$ cat src/rtl/mem_pkg.sv
// Shared encodings for the MEM stage: access sizes, FSM states and the
// size/alignment helpers used by the stage and its load formatter.
package mem_pkg;

    typedef enum logic [1:0] {
        SZ_BYTE = 2'b00,
        SZ_HALF = 2'b01,
        SZ_WORD = 2'b10
    } mem_size_e;

    typedef enum logic {
        ST_IDLE   = 1'b0,
        ST_ACCESS = 1'b1
    } state_e;

    // The spare MemSize code 2'b11 behaves as a word access.
    function automatic mem_size_e decode_size(input logic [1:0] raw);
        mem_size_e size;
        unique case (raw)
            2'b00:   size = SZ_BYTE;
            2'b01:   size = SZ_HALF;
            default: size = SZ_WORD;
        endcase
        return size;
    endfunction

    function automatic logic is_aligned(input logic [1:0] addr, input mem_size_e size);
        logic ok;
        unique case (size)
            SZ_BYTE: ok = 1'b1;
            SZ_HALF: ok = (addr[0] == 1'b0);
            default: ok = (addr == 2'b00);
        endcase
        return ok;
    endfunction

endpackage

$ cat src/rtl/mem_access_stage_if.sv
// Data-memory request/acknowledge bus between the MEM stage and memory.
interface mem_access_stage_if;

    logic        dmem_req;
    logic        dmem_we;
    logic [31:0] dmem_addr;
    logic [3:0]  dmem_be;
    logic [31:0] dmem_wdata;
    logic [31:0] dmem_rdata;
    logic        dmem_ack;

    modport master (
        output dmem_req,
        output dmem_we,
        output dmem_addr,
        output dmem_be,
        output dmem_wdata,
        input  dmem_rdata,
        input  dmem_ack
    );

    modport slave (
        input  dmem_req,
        input  dmem_we,
        input  dmem_addr,
        input  dmem_be,
        input  dmem_wdata,
        output dmem_rdata,
        output dmem_ack
    );

endinterface

$ cat src/rtl/mem_access_stage_load_align.sv
// Load formatter: picks the addressed byte/half lane out of the memory word
// and zero- or sign-extends it to 32 bits.
module load_align
    import mem_pkg::*;
(
    input  logic [31:0] rdata,
    input  logic [1:0]  addr,
    input  mem_size_e   size,
    input  logic        sign_ext,
    output logic [31:0] data
);

    logic [7:0]  lane_byte;
    logic [15:0] lane_half;

    // Lane selection and extension.
    always_comb begin
        unique case (addr)
            2'b00:   lane_byte = rdata[7:0];
            2'b01:   lane_byte = rdata[15:8];
            2'b10:   lane_byte = rdata[23:16];
            default: lane_byte = rdata[31:24];
        endcase
        lane_half = addr[1] ? rdata[31:16] : rdata[15:0];

        unique case (size)
            SZ_BYTE: data = {{24{sign_ext & lane_byte[7]}}, lane_byte};
            SZ_HALF: data = {{16{sign_ext & lane_half[15]}}, lane_half};
            default: data = rdata;
        endcase
    end

endmodule

$ cat src/rtl/mem_access_stage.sv
// MEM pipeline stage: issues data-memory transactions for loads/stores,
// stalls upstream while one is outstanding and loads the MEM/WB register.
module mem_access_stage
    import mem_pkg::*;
(
    input  logic               clk,
    input  logic               reset,
    input  logic               in_valid,
    input  logic [31:0]        ALUresult,
    input  logic [31:0]        StoreData,
    input  logic               MemRead,
    input  logic               MemWrite,
    input  logic [1:0]         MemSize,
    input  logic               MemSigned,
    input  logic               RegWrite,
    input  logic               MemtoReg,
    input  logic [4:0]         WriteReg,
    output logic               stall,
    mem_access_stage_if.master dmem,
    output logic               wb_valid,
    output logic               wb_RegWrite,
    output logic               wb_MemtoReg,
    output logic [4:0]         wb_WriteReg,
    output logic [31:0]        wb_ALUresult,
    output logic [31:0]        wb_ReadData,
    output logic               misaligned
);

    state_e      state_q, state_d;
    mem_size_e   size_d;
    logic        is_mem;
    logic        aligned;
    logic        accept;
    logic        reject;
    logic [3:0]  be_d;
    logic [31:0] wdata_d;

    logic [31:0] lat_addr;
    logic [3:0]  lat_be;
    logic [31:0] lat_wdata;
    logic        lat_we;
    logic        lat_read;
    mem_size_e   lat_size;
    logic        lat_signed;
    logic        lat_regwrite;
    logic        lat_memtoreg;
    logic [4:0]  lat_writereg;
    logic [31:0] load_data;

    // Decode the incoming slot: memory op, alignment, and whether it starts
    // a transaction or is rejected as misaligned.
    always_comb begin
        size_d  = decode_size(MemSize);
        is_mem  = MemRead | MemWrite;
        aligned = is_aligned(ALUresult[1:0], size_d);
        accept  = (state_q == ST_IDLE) && in_valid && is_mem && aligned;
        reject  = (state_q == ST_IDLE) && in_valid && is_mem && !aligned;
    end

    // Byte enables and lane-replicated store data for the incoming op.
    always_comb begin
        unique case (size_d)
            SZ_BYTE: begin
                be_d    = 4'b0001 << ALUresult[1:0];
                wdata_d = {4{StoreData[7:0]}};
            end
            SZ_HALF: begin
                be_d    = 4'b0011 << {ALUresult[1], 1'b0};
                wdata_d = {2{StoreData[15:0]}};
            end
            default: begin
                be_d    = 4'b1111;
                wdata_d = StoreData;
            end
        endcase
    end

    // FSM state register.
    always_ff @(posedge clk or posedge reset) begin
        if (reset) state_q <= ST_IDLE;
        else       state_q <= state_d;
    end

    // FSM next-state: enter ACCESS on an accepted op, leave on ack.
    always_comb begin
        state_d = state_q;
        unique case (state_q)
            ST_IDLE:   if (accept) state_d = ST_ACCESS;
            ST_ACCESS: if (dmem.dmem_ack) state_d = ST_IDLE;
            default:   state_d = ST_IDLE;
        endcase
    end

    // FSM outputs: bus fields come only from latched state; stall also
    // depends on the incoming slot and ack. Reset forces stall low at once.
    always_comb begin
        stall           = 1'b0;
        dmem.dmem_req   = 1'b0;
        dmem.dmem_we    = 1'b0;
        dmem.dmem_addr  = '0;
        dmem.dmem_be    = '0;
        dmem.dmem_wdata = '0;
        unique case (state_q)
            ST_IDLE: stall = accept;
            ST_ACCESS: begin
                stall           = ~dmem.dmem_ack;
                dmem.dmem_req   = 1'b1;
                dmem.dmem_we    = lat_we;
                dmem.dmem_addr  = {lat_addr[31:2], 2'b00};
                dmem.dmem_be    = lat_be;
                dmem.dmem_wdata = lat_wdata;
            end
            default: stall = 1'b0;
        endcase
        if (reset) stall = 1'b0;
    end

    // Capture the accepted op so the bus stays stable while memory responds.
    always_ff @(posedge clk or posedge reset) begin
        if (reset) begin
            lat_addr     <= '0;
            lat_be       <= '0;
            lat_wdata    <= '0;
            lat_we       <= 1'b0;
            lat_read     <= 1'b0;
            lat_size     <= SZ_BYTE;
            lat_signed   <= 1'b0;
            lat_regwrite <= 1'b0;
            lat_memtoreg <= 1'b0;
            lat_writereg <= '0;
        end else if (accept) begin
            lat_addr     <= ALUresult;
            lat_be       <= be_d;
            lat_wdata    <= wdata_d;
            lat_we       <= MemWrite;
            lat_read     <= MemRead & ~MemWrite;
            lat_size     <= size_d;
            lat_signed   <= MemSigned;
            lat_regwrite <= RegWrite;
            lat_memtoreg <= MemtoReg;
            lat_writereg <= WriteReg;
        end
    end

    load_align u_load_align (
        .rdata    (dmem.dmem_rdata),
        .addr     (lat_addr[1:0]),
        .size     (lat_size),
        .sign_ext (lat_signed),
        .data     (load_data)
    );

    // MEM/WB register: a bubble unless a non-memory op, a misaligned op or
    // a completing transaction retires this cycle.
    always_ff @(posedge clk or posedge reset) begin
        if (reset) begin
            wb_valid     <= 1'b0;
            wb_RegWrite  <= 1'b0;
            wb_MemtoReg  <= 1'b0;
            wb_WriteReg  <= '0;
            wb_ALUresult <= '0;
            wb_ReadData  <= '0;
            misaligned   <= 1'b0;
        end else begin
            wb_valid     <= 1'b0;
            wb_RegWrite  <= 1'b0;
            wb_MemtoReg  <= 1'b0;
            wb_WriteReg  <= '0;
            wb_ALUresult <= '0;
            wb_ReadData  <= '0;
            misaligned   <= 1'b0;
            unique case (state_q)
                ST_IDLE: begin
                    if (in_valid && !is_mem) begin
                        wb_valid     <= 1'b1;
                        wb_RegWrite  <= RegWrite;
                        wb_MemtoReg  <= MemtoReg;
                        wb_WriteReg  <= WriteReg;
                        wb_ALUresult <= ALUresult;
                    end else if (reject) begin
                        wb_valid     <= 1'b1;
                        wb_WriteReg  <= WriteReg;
                        wb_ALUresult <= ALUresult;
                        misaligned   <= 1'b1;
                    end
                end
                ST_ACCESS: begin
                    if (dmem.dmem_ack) begin
                        wb_valid     <= 1'b1;
                        wb_RegWrite  <= lat_regwrite;
                        wb_MemtoReg  <= lat_memtoreg;
                        wb_WriteReg  <= lat_writereg;
                        wb_ALUresult <= lat_addr;
                        wb_ReadData  <= lat_read ? load_data : '0;
                    end
                end
                default: ;
            endcase
        end
    end

endmodule
$ cat src/flat_wrapper.sv
// flat-port wrapper written by rule: the top's interface ports become plain ports
module mem_access_stage_flat import mem_pkg::*;
  (clk, reset, in_valid, ALUresult, StoreData, MemRead, MemWrite, MemSize, MemSigned, RegWrite, MemtoReg, WriteReg, stall, wb_valid, wb_RegWrite, wb_MemtoReg, wb_WriteReg, wb_ALUresult, wb_ReadData, misaligned, dmem_dmem_req, dmem_dmem_we, dmem_dmem_addr, dmem_dmem_be, dmem_dmem_wdata, dmem_dmem_rdata, dmem_dmem_ack);
  mem_access_stage_if dmem_i ();
  input  logic clk;
  input  logic reset;
  input  logic in_valid;
  input  logic [31:0] ALUresult;
  input  logic [31:0] StoreData;
  input  logic MemRead;
  input  logic MemWrite;
  input  logic [1:0] MemSize;
  input  logic MemSigned;
  input  logic RegWrite;
  input  logic MemtoReg;
  input  logic [4:0] WriteReg;
  output logic stall;
  output logic wb_valid;
  output logic wb_RegWrite;
  output logic wb_MemtoReg;
  output logic [4:0] wb_WriteReg;
  output logic [31:0] wb_ALUresult;
  output logic [31:0] wb_ReadData;
  output logic misaligned;
  output wire logic [$bits(dmem_i.dmem_req)-1:0] dmem_dmem_req;
  output wire logic [$bits(dmem_i.dmem_we)-1:0] dmem_dmem_we;
  output wire logic [$bits(dmem_i.dmem_addr)-1:0] dmem_dmem_addr;
  output wire logic [$bits(dmem_i.dmem_be)-1:0] dmem_dmem_be;
  output wire logic [$bits(dmem_i.dmem_wdata)-1:0] dmem_dmem_wdata;
  input wire logic [$bits(dmem_i.dmem_rdata)-1:0] dmem_dmem_rdata;
  input wire logic [$bits(dmem_i.dmem_ack)-1:0] dmem_dmem_ack;
  assign dmem_dmem_req = dmem_i.dmem_req;
  assign dmem_dmem_we = dmem_i.dmem_we;
  assign dmem_dmem_addr = dmem_i.dmem_addr;
  assign dmem_dmem_be = dmem_i.dmem_be;
  assign dmem_dmem_wdata = dmem_i.dmem_wdata;
  assign dmem_i.dmem_rdata = dmem_dmem_rdata;
  assign dmem_i.dmem_ack = dmem_dmem_ack;
  mem_access_stage u_core (.clk(clk), .reset(reset), .in_valid(in_valid), .ALUresult(ALUresult), .StoreData(StoreData), .MemRead(MemRead), .MemWrite(MemWrite), .MemSize(MemSize), .MemSigned(MemSigned), .RegWrite(RegWrite), .MemtoReg(MemtoReg), .WriteReg(WriteReg), .stall(stall), .dmem(dmem_i), .wb_valid(wb_valid), .wb_RegWrite(wb_RegWrite), .wb_MemtoReg(wb_MemtoReg), .wb_WriteReg(wb_WriteReg), .wb_ALUresult(wb_ALUresult), .wb_ReadData(wb_ReadData), .misaligned(misaligned));
endmodule
$ cat config.mk
export PLATFORM = sky130hd
export DESIGN_NAME = mem_access_stage_flat
export DESIGN_NICKNAME = d
export VERILOG_FILES = /design/src/rtl/mem_pkg.sv /design/src/rtl/mem_access_stage_if.sv /design/src/rtl/mem_access_stage_load_align.sv /design/src/rtl/mem_access_stage.sv /design/src/flat_wrapper.sv
export SDC_FILE = /design/constraint.sdc
export NUM_CORES = 1
export LEC_CHECK = 0
export ABC_AREA = 1
export CAP_MARGIN = 5
export CORE_ASPECT_RATIO = 0.6
export CORE_UTILIZATION = 49
export CTS_CLUSTER_DIAMETER = 120
export DETAILED_ROUTE_END_ITERATION = 7
export MAX_ROUTING_LAYER = met4
export PLACE_DENSITY = 0.94
export SYNTH_ARGS = -nofsm -noshare
export SYNTH_HDL_FRONTEND = slang
export SYNTH_HIERARCHICAL = 1
export SYNTH_SLANG_ARGS = --single-unit
$ cat constraint.sdc
create_clock -name clk -period 13.6 [get_ports clk]
set_input_delay 3.4 -clock clk [delete_from_list [all_inputs] [get_ports clk]]
set_output_delay 3.4 -clock clk [all_outputs]
set_load 0.005 [all_outputs]
# Word level (Yosys, flattened, before mapping)
# Cells that the tools add are included.
# word_totals
output_inout_bits	144
in_bits	112
register_bits	154
elab_cells	85
# classes
muxes	40
n_shift	2
reduce_logical	12
eq_ne	5
bitwise_logic	8
# ops
operator	count
32-bit two-way mux	8
32-bit one-hot mux with 2 select lines	3
8-bit one-hot mux with 3 select lines	1
16-bit two-way mux	1
5-bit two-way mux	3
1-bit two-way mux	14
1-bit one-hot mux with 2 select lines	6
2-bit logical NOT	5
5-bit one-hot mux with 2 select lines	1
2-bit by 1-bit == test with 1-bit output, second input constant	4
4-bit one-hot mux with 2 select lines	1
1-bit logical AND	5
4-bit two-way mux	1
1-bit inverter	4
2-bit one-hot mux with 2 select lines	1
1-bit by 2-bit left shift with 4-bit output, first input constant	1
2-bit by 2-bit left shift with 4-bit output, first input constant	1
1-bit bitwise AND	3
2-bit == test, second input constant	1
1-bit logical NOT	2
1-bit OR	1

# Logic depth before layout (Yosys ltp)
# logic_depth
word_depth	9
ltp_mapped	10
depth_no_buf	8

# Modules after synthesis
# Netlist, hierarchy kept.
# modules_own_cells
mod	seq_area_each_um2	n_inst	area_per_inst_um2	cells_each
mem_access_stage	3853.7	1	6626.4	848
load_align	0.0	1	733.2	156

# Least setup slack after synthesis
# No wires, ideal clock.
# synth_path
path_type	input to output
start	in MemSize[1]
end	out stall
n_path_buf	2
cell_stages	7
setup_slack_ns	6.075
t_required_ns	10.200
arrival_time_ns	4.125
cell_sequence	buf_4 nand2_1 nand2_1 nand2_1 nand2_2 buf_2 a21oi_1
# synth_via
elab_chain_len	7
elab_cells_between_ends	9
classes_between	eq/ne: 2; mux: 4; reduce/logical: 3
# synth_rtl
element	line	text
start: declaration	flat_wrapper.sv:12	input logic [1:0] MemSize;
2-bit by 1-bit == test with 1-bit output / 2-bit logical NOT (equally long branches)	mem_pkg.sv:19	unique case (raw)
2-bit one-hot mux with 2 select lines (*)	mem_pkg.sv:19	
2-bit by 1-bit == test with 1-bit output / 2-bit logical NOT (equally long branches)	mem_pkg.sv:29	unique case (size)
1-bit one-hot mux with 2 select lines (*)	mem_pkg.sv:29	
1-bit logical AND (*)	mem_access_stage.sv:56	accept = (state_q == ST_IDLE) && in_valid && is_mem && aligned;
1-bit one-hot mux with 2 select lines (*)	mem_access_stage.sv:103	unique case (state_q)
1-bit two-way mux (*)	mem_access_stage.sv:115	if (reset) stall = 1'b0;
end: declaration	flat_wrapper.sv:17	output logic stall;
# Mark *: on every way between the ends. The rest lies on a longest branch, timed or not.

# Worst setup path after layout
# Same ends and word-level chain as after synthesis.

==> reports/qor.yml <==
run_status:
  status: "finished, final reports clean"
global_route:
  grt_use_total_pct: 30.21
  gr-total-overflow: 0
  grt_max_degree: 96
  grt_pass1_vias: 7004
  grt_pass1_wl_mm: 35.28
  antenna_found_initial: 0
worst_setup_path:
  path_common_cell: "clkdlybuf4s50_1"
  worstPathMaxFanout: 29
  rrSetupSlack_ps: 10820
  cp_data_arrival_time_ps: 6170
  worst-r2r-cell-count: 5
  crit_chain: "clkdlybuf4s50_1, nor2_2, inv_2, nand2_1, nand2_4, a21oi_1, clkdlybuf4s50_1"
  worst_setup_path_end_kind: "primary output"
  r2r-end: "u_core/wb_ReadData[10]"
  crit_slowest_cell: "clkdlybuf4s50_1"
  startpoint_type: "input pin"
  worstPathRequired_ps: 10200
  rr_startpoint: "u_core/state_q"
  max_stage_delay_ps: 910
  crit_type: "input pin to primary output"
route:
  ant_nets: 0
  avgViaCountPerCell: 5.014
  wl_per_cell_um: 15.53
  wl_mm: 22.37
  drc: 0
  dr.first_iter.drc_count: 757
  drtPass1Iterations: 8
  vias: 7220
sta:
  max_freq_mhz: 104.5
  min_period_over_period_pct: 70.38
  fin_setup_tns_ps: 0
  setup_ws_ps: 4028
  finalHoldViolCount: 0
  slew_headroom_pct: 23.26
  drv_slew: 0
  period_needed_ps: 9572
  skew_ps: 9.556
  setup_viol: 0
  grt_setup_unrepaired: "false"
  worstMarginPinSlew_ps: 1151
floorplanning:
  start_util_pct: 50.44
  chipWidth_um: 160.2
  die_h_um: 96.93
  core_mm2: 0.01459
  num_rows: 34
  die_area_mm2: 0.01553
  io_pins: 256
clocking:
  postCtsResizedCells: 0
  cts_tree: "done"
  htreeDepth: 4
  holdBufCountCts: 0
  root_buffer: "clkbuf_16"
  postCtsSetupBuffers: 0
  ctsLongestPathBuffers: 2
  cts_made_buffers: 17
  path_clk_slew_ps: 60
  clock_latency_ps: 400
  cts_sinks: 154
synth:
  synth_cell_types: 23
  yosysWarningCount: 6
  syn_avg_cell_area_um2: 7.330
  ys_ff_latch: 154
  netlist_instances: 1004
  synth_area_mm2: 0.007360
  ys_seq_area_share_pct: 52.36
worst_hold_path:
  holdPathStages: 2
  min_to: "u_core/wb_WriteReg[0]"
  min_path_type: "flip-flop to flip-flop"
  hp-start: "u_core/lat_writereg[0]"
layout:
  layout_commonest_cell: "nand2_1"
  layout_common_cells: "nand2_1 (532), clkdlybuf4s50_1 (253), dfrtp_1 (153)"
  area_delta_synth_final_pct: 41.96
  n_antenna_cell: 0
  drive_gt1_share_pct: 4.348
  fin_nets: 1342
  seqCellArea_mm2: 0.003855
  fillCellCount: 1096
  multi_input_area_mm2: 0.002690
placement:
  place_worst_setup_slack_ps: 4136
  dp_hpwl_mm: 15.46
  io_buffers: 253
  place_congestion: 0.8972
flow_run:
  maxCapViolations: 0
power_and_ir_drop:
  peakVddDrop_v: 0.00007590
  p_leak_nw: 5.759
  total_power_mw: 1.402
  p_per_area_mw_per_mm2: 134.2
-- Yosys cell counts --
library cell / n / share of area, %
buf_2: 11 / 0.75
conb_1: 1 / 0.051
nand2_1: 532 / 27
dfrtp_1: 154 / 52
o21a_1: 1 / 0.10
a21oi_1: 9 / 0.61
inv_1: 126 / 6.4
buf_4: 8 / 0.82
o211ai_1: 7 / 0.71
or2_2: 1 / 0.085
inv_2: 6 / 0.31
o21ai_1: 1 / 0.068
nand4_4: 1 / 0.29
nand3_2: 3 / 0.41
nand2_2: 2 / 0.17
nor2_1: 39 / 2.0
buf_6: 12 / 1.8
nor2_2: 3 / 0.26
buf_1: 2 / 0.10
nand3_1: 39 / 2.7
clkbuf_1: 19 / 0.97
nor3_2: 1 / 0.14
o21ai_0: 26 / 1.8
-- worst max-delay path: cells and delay by family --
family | cells | cell delay (ps)
buffers and inverters | 3 | 1660
and+or+nand+nor | 3 | 980
AOI/OAI and AO/OA | 1 | 130
-- logic make-up after synthesis --
family / share of synthesized area, %
compound gates: 3.264
simple gates: 33.12
other cells: 0.05095
buf+inv: 11.20
flops: 52.36
-- how the worst max path moves through the flow --
| stage | from | to | slack (ps) | cells after the start |
|---|---|---|---|---|
| 2_1_floorplan | reset | u_core/lat_addr[0] | 6050 | 1 |
| 3_3_place_gp | MemSize[1] | stall | 4280 | 7 |
| 3_5_place_dp | MemSize[1] | stall | 4140 | 7 |
| 4_1_cts | MemSize[1] | stall | 4120 | 7 |
| 5_1_grt | MemSize[1] | stall | 3890 | 7 |
| 6_report | MemSize[1] | stall | 4030 | 7 |
-- cell type report --
| cell class | count | area share (%) |
|---|---|---|
| timing repair buffer | 258 | 24.60 |
| sequential | 154 | 36.90 |
| clock buffer | 19 | 4.240 |
| tap | 198 | 2.371 |
| multi-input combinational | 667 | 25.75 |
| inverter | 132 | 4.790 |
| clock inverter | 12 | 1.353 |
-- through the flow --
| stage | std cells | cell area [µm²] | utilization, % | hold slack [ps] |
|---|---|---|---|---|
| global route | 1440 | 10450 | 71.60 | 496.8 |
| global placement | 1409 | 9863 | 67.60 | 460.0 |
| detailed placement | 1409 | 9863 | 67.60 | 464.4 |
| finish | 1440 | 10450 | 71.60 | 479.0 |
| CTS | 1440 | 10450 | 71.60 | 478.0 |
| floorplan | 1005 | 7363 | - | 448.7 |
-- state kept, by name (all words and copies together), names as in the netlist, 2 cells and up --
register,flops
u_core/lat_be,4
u_core/lat_size,2
u_core/wb_ReadData,32
u_core/lat_addr,32
u_core/wb_ALUresult,32
u_core/wb_WriteReg,5
u_core/lat_writereg,5
u_core/lat_wdata,32
-- where the power goes --
group / internal (mW) / switching [mW]
Sequential: 0.532 / 0.0533
Combinational: 0.162 / 0.185
Clock: 0.277 / 0.193
Total: 0.971 / 0.431
-- metal layers --
layer  up-vias  GRT usage (%)  part of all wire [%]
met5         -              -                     0
met4         0          7.766                   1.9
met3        44          8.533                    10
met2       398          47.32                    46
met1      3366          38.72                    42
li1       3412              -                     -
No activity file was read; power rests on OpenSTA's default activity.
